File: src/rtl/ex_branch_resolve.sv
// EX-stage branch resolution: evaluates beq/bne, trains fetch via registered EX_IF_* bus,
// and sequences IF/ID flushes on mispredict. Optional counters under EX_BRANCH_STATS_EN.
module ex_branch_resolve #(
  parameter int unsigned FLUSH_CYCLES = 2,
  parameter logic [31:0] NO_PRED      = 32'h0000_0001
) (
  input  logic        clk,
  input  logic        EX_rst_n,
  input  logic        EX_enable,
  input  logic        ID_EX_branch,
  input  logic        ID_EX_bne,
  input  logic [31:0] ID_EX_pc,
  input  logic [15:0] ID_EX_imm,
  input  logic [31:0] ID_EX_rs_data,
  input  logic [31:0] ID_EX_rt_data,
  input  logic [31:0] ID_EX_branch_target_predict,
  input  logic [1:0]  ID_EX_predictor,
  output logic        EX_IF_branch,
  output logic        EX_IF_zero,
  output logic [31:0] EX_IF_branch_target,
  output logic [31:0] EX_IF_branch_target_predict,
  output logic [31:0] EX_IF_pc,
  output logic        EX_IF_redirect,
  output logic [31:0] EX_IF_redirect_pc,
  output logic        EX_IF_flush,
  output logic        EX_ID_flush
`ifdef EX_BRANCH_STATS_EN
  ,
  output logic [15:0] EX_stat_branches,
  output logic [15:0] EX_stat_mispredicts
`endif
);

  typedef enum logic {IDLE, FLUSH} state_t;

  localparam logic [1:0] CNT_INIT = 2'(FLUSH_CYCLES - 1);

  state_t      state_q, state_d;
  logic [1:0]  cnt_q, cnt_d;
  logic [31:0] target;
  logic        taken, pt, br_v, mispredict;

  assign target     = ID_EX_pc + {{14{ID_EX_imm[15]}}, ID_EX_imm, 2'b00};
  assign taken      = (ID_EX_rs_data == ID_EX_rt_data) ^ ID_EX_bne;
  assign pt         = ID_EX_predictor[1] && (ID_EX_branch_target_predict != NO_PRED);
  // Branches seen during a flush are wrong-path and must not resolve or train.
  assign br_v       = ID_EX_branch && (state_q == IDLE);
  assign mispredict = br_v && (taken ? (!pt || (ID_EX_branch_target_predict != target)) : pt);

  always_comb begin
    state_d = state_q;
    cnt_d   = cnt_q;
    if (EX_enable) begin
      case (state_q)
        IDLE: if (mispredict) begin
          state_d = FLUSH;
          cnt_d   = CNT_INIT;
        end
        FLUSH: if (cnt_q == 2'd0) state_d = IDLE;
               else               cnt_d   = cnt_q - 2'd1;
        default: state_d = IDLE;
      endcase
    end
  end

  always_ff @(posedge clk or negedge EX_rst_n) begin
    if (!EX_rst_n) begin
      state_q <= IDLE;
      cnt_q   <= 2'd0;
    end else begin
      state_q <= state_d;
      cnt_q   <= cnt_d;
    end
  end

  assign EX_IF_flush = (state_q == FLUSH);
  assign EX_ID_flush = (state_q == FLUSH);

  always_ff @(posedge clk or negedge EX_rst_n) begin
    if (!EX_rst_n) begin
      EX_IF_branch                <= 1'b0;
      EX_IF_zero                  <= 1'b0;
      EX_IF_branch_target         <= 32'h0;
      EX_IF_branch_target_predict <= NO_PRED;
      EX_IF_pc                    <= 32'h0;
      EX_IF_redirect              <= 1'b0;
      EX_IF_redirect_pc           <= 32'h0;
    end else if (!EX_enable) begin
      // Stall: data holds, but pulses clear so the consumer sees each event once.
      EX_IF_branch   <= 1'b0;
      EX_IF_redirect <= 1'b0;
    end else begin
      EX_IF_branch                <= br_v;
      EX_IF_zero                  <= br_v && taken;
      EX_IF_branch_target         <= target;
      EX_IF_branch_target_predict <= br_v ? ID_EX_branch_target_predict : NO_PRED;
      EX_IF_pc                    <= ID_EX_pc;
      EX_IF_redirect              <= mispredict;
      EX_IF_redirect_pc           <= taken ? target : ID_EX_pc;
    end
  end

`ifdef EX_BRANCH_STATS_EN
  always_ff @(posedge clk or negedge EX_rst_n) begin
    if (!EX_rst_n) begin
      EX_stat_branches    <= 16'h0;
      EX_stat_mispredicts <= 16'h0;
    end else if (EX_enable) begin
      if (br_v && (EX_stat_branches != 16'hFFFF))
        EX_stat_branches <= EX_stat_branches + 16'd1;
      if (mispredict && (EX_stat_mispredicts != 16'hFFFF))
        EX_stat_mispredicts <= EX_stat_mispredicts + 16'd1;
    end
  end
`endif

endmodule

File: config.mk
export PLATFORM = sky130hd
export DESIGN_NAME = ex_branch_resolve
export DESIGN_NICKNAME = d
export VERILOG_FILES = /design/src/rtl/ex_branch_resolve.sv
export SDC_FILE = /design/constraint.sdc
export NUM_CORES = 1
export LEC_CHECK = 0
export ABC_AREA = 0
export BUFFER_PORTS_ARGS = -buffer_cell sky130_fd_sc_hd__buf_2
export CAP_MARGIN = 20
export CORE_UTILIZATION = 55
export CTS_CLUSTER_SIZE = 8
export DETAILED_ROUTE_END_ITERATION = 7
export HOLD_SLACK_MARGIN = 0.08
export PLACE_DENSITY_LB_ADDON = 0.1
export SLEW_MARGIN = 10
export SYNTH_ARGS = -nofsm -noshare
export SYNTH_HDL_FRONTEND = slang
export SYNTH_SLANG_ARGS = --single-unit
File: constraint.sdc
create_clock -name clk -period 4.15 [get_ports clk]
set_clock_uncertainty 0.1 [all_clocks]
set_input_delay 0.415 -clock clk [delete_from_list [all_inputs] [get_ports clk]]
set_output_delay 0.415 -clock clk [all_outputs]
set_load 0.01 [all_outputs]
==> reports/results.ini <==
[die]
rows = 44
die-area_um2 = 15500
io_pins = 284
fp.coreArea_um2 = 14600
start_util_pct = 56.4
die_x_um = 124
die_height_um = 124

[cts]
cts_root_buf = clkbuf_16
insertion_delay_ns = 0.42
htree_levels = 4
cts.sinks = 130
cts_buffer_depth = 2
numCtsBuffers = 17
path_clk_slew_ns = 0.06
cts_tree = built
post_cts_resized = 0

[synthesis]
async_flop_share_pct = 100
yosysMostFrequentCell = dfrtp_1
ys_seq_elements = 130
synth_edf_count = 0
yosysUniqueCellTypes = 79
ys_top_cells_by_area = dfrtp_1, mux2_2, xor2_1
synthFlopType = dfrtp_1
syn_inst = 826
netlist_area_um2 = 8230
syn_nets = 1008
synth_top_area_cell = dfrtp_1
ys_seq_area_share_pct = 39.5
avgSynthCellArea_um2 = 9.97
synth_warnings = 0
yosys-top-cells-count = dfrtp_1, a21oi_1, nand2_1
yosysTopAreaCellShare_pct = 39.2

[route]
dr_wl_met3_mm = 1.64
m1WireLength_mm = 10.3
dr_wl_met2_mm = 11.2
routed_wl_mm = 23.6
drt_iter0_markers = 503
dr.pass1.iters = 7
vias = 7325
wl_per_cell_um = 18.3
route.detailed.drc = 0
ant_nets = 0
routed_via_density = 5.68
highest_layer = met4

[worst_setup_path]
worstSetupPathType = input port to flip-flop
r2r_cells = 4
cp_top_family = simple AND/OR/NAND/NOR gates
crit_path_cell_trace = buf_2 -> ha_1 -> fa_1 -> xor2_1 -> nor4_1 -> buf_4 -> o311ai_0 -> a211oi_1 -> o2111ai_1 -> nor4_1 -> and4_1 -> and4_4 -> a221oi_4 -> o31a_1
slowest_delay_ns = 0.50
slowest_stage = fa_1
crit_fanout = 4
timing.rr.end = EX_IF_branch_target_predict[26]
cp_common_cell = nor4_1
cp-end-kind = flip-flop
cp.arrival_ns = 3.78
r2r_setup_slack_ns = 2.09
r2r_start = EX_ID_flush
cp.required_ns = 4.36
path_buf_inv = 2
startpoint_type = input port

[timing]
fin_crit_sh_pct = 86.0
grt_setup_unrepaired = no
worstMarginPinSlew_ns = 0.906
slew_viol_final = 0
tns_ns = 0
setup_ws_ns = 0.582
fmax_ghz = 0.280
finalHoldViolations = 0
slew_headroom_pct = 39.6
finalSetupViolCount = 0
min_period_ns = 3.57

[global_routing]
grt_pass1_vias = 7253
track_usage_pct = 31.4
grt_pass1_wl_mm = 37.9
grt_max_degree = 87
antenna_found_initial = 0
grt_overflow_total = 0

[placement]
numPortBuffers = 282
hpwl_mm = 18.1
dpl_worst_slack_ns = 0.215
dpl_cell_area_um2 = 9750
place_congestion = 0.911

[pwr]
switching_power_uw = 1480
p_comb_share_pct = 30.3
power.density_nw_per_um2 = 438
p_int_uw = 3070
switching_share_pct = 32.5
pwr-share-seq_pct = 35.4
ir_drop_mv = 0.285
static-leakage-power_uw = 0.00497
p_clk_share_pct = 34.3

[layout]
area_growth_pct = 26.0
fillers = 1154
diodes = 0
design_area_um2 = 10400
drive_above_1_share_pct = 37.3
num-nets-final = 1275

[outcome]
status = completed

[min_path]
hold_path_class = input port to flip-flop
min-delay-start = ID_EX_pc[1]
hold_end = EX_IF_branch_target[1]
hold_path_depth = 2

[run]
drv_cap = 0

cells by family after synthesis:
| family | Yosys count | share of synthesized area (%) |
|---|---|---|
| buffers and inverters | 91 | 4.89 |
| and+or+nand+nor | 210 | 12.6 |
| muxes | 91 | 12.0 |
| adders and majority gates | 31 | 4.80 |
| DFF | 130 | 39.5 |
| AOI/OAI and AO/OA | 186 | 15.1 |
| xor gates and xnor gates | 87 | 11.0 |
sequential cells by signal (all words and copies together), names as in the netlist:
| signal | flops |
|---|---|
| EX_IF_branch_target | 32 |
| EX_IF_branch_target_predict | 32 |
| EX_IF_pc | 30 |
| EX_IF_redirect_pc | 30 |
| cnt_q | 2 |
| EX_ID_flush | 1 |
| EX_IF_branch | 1 |
| EX_IF_redirect | 1 |
| EX_IF_zero | 1 |
layout by cell type, fill, tap and decap left out, types with 7 or more instances in the layout:
cell type  synthesis  layout
buf_2             10     280
dfrtp_1          129     129
nand2_1           67      67
a21oi_1           67      67
mux2_2            64      64
nor2_1            60      60
xor2_1            55      55
inv_1             43      43
o21ai_0           42      42
ha_1              30      30
mux2i_1           27      27
nor4_1            23      23
xnor2_1           21      21
clkbuf_16          0      17
buf_4              7      13
nand4_1           10      10
a21o_1            10      10
nand3_1           10      10
nor3_1             8       8
o22ai_1            7       7
area by class of cell:
type / instances / area, um2 / area share, %
Timing Repair Buffer: 295 / 1520 / 14.7
Inverter: 44 / 165 / 1.59
Clock inverter: 12 / 156 / 1.51
Multi-Input combinational cell: 605 / 4590 / 44.2
Tap cell: 184 / 230 / 2.22
Sequential cell: 130 / 3250 / 31.4
Clock buffer: 20 / 457 / 4.40
per-stage QoR:
step	hold WS, ns	util [%]	power, uW	cells
global route	0.156	71.1	4780	1290
global placement	0.381	66.8	2960	1257
detailed placement	0.381	66.8	2990	1257
finish	0.158	71.1	4550	1290
floorplan	0.0194	-	2450	826
CTS	0.137	71.1	4570	1290
timing repair:
| action | CTS | global route |
|---|---|---|
| setup buffers | 0 | 0 |
| hold buffers | 1 | 0 |
| endpoints found under the hold margin | 71 | 0 |
worst max path at each step:
| stage | start | to | slack [ns] | cells past startpoint |
|---|---|---|---|---|
| final | ID_EX_pc[2] | cnt_q[0] | 0.58 | 14 |
| after floorplan | ID_EX_pc[7] | cnt_q[0] | 0.72 | 14 |
| after CTS | ID_EX_pc[2] | cnt_q[0] | 0.64 | 14 |
| after global routing | ID_EX_pc[2] | cnt_q[0] | 0.45 | 14 |
| after global placement | ID_EX_pc[2] | cnt_q[0] | 0.26 | 13 |
| after detailed placement | ID_EX_pc[2] | cnt_q[0] | 0.21 | 13 |
power groups by stage:
stage | combinational, uW | clock, uW | sequential, uW
2_1_floorplan | 728 | 0 | 1730
3_3_place_gp | 1350 | 0 | 1610
4_1_cts | 1380 | 1580 | 1610
5_1_grt | 1500 | 1630 | 1640
3_5_place_dp | 1370 | 0 | 1630
6_report | 1380 | 1560 | 1610
per-layer routing:
layer	vias up	GRT usage [%]
met5	-	0
met4	0	8.58
met3	25	6.74
met2	315	51.9
met1	3499	41.5
li1	3486	-
(Power assumes the default switching activity.)
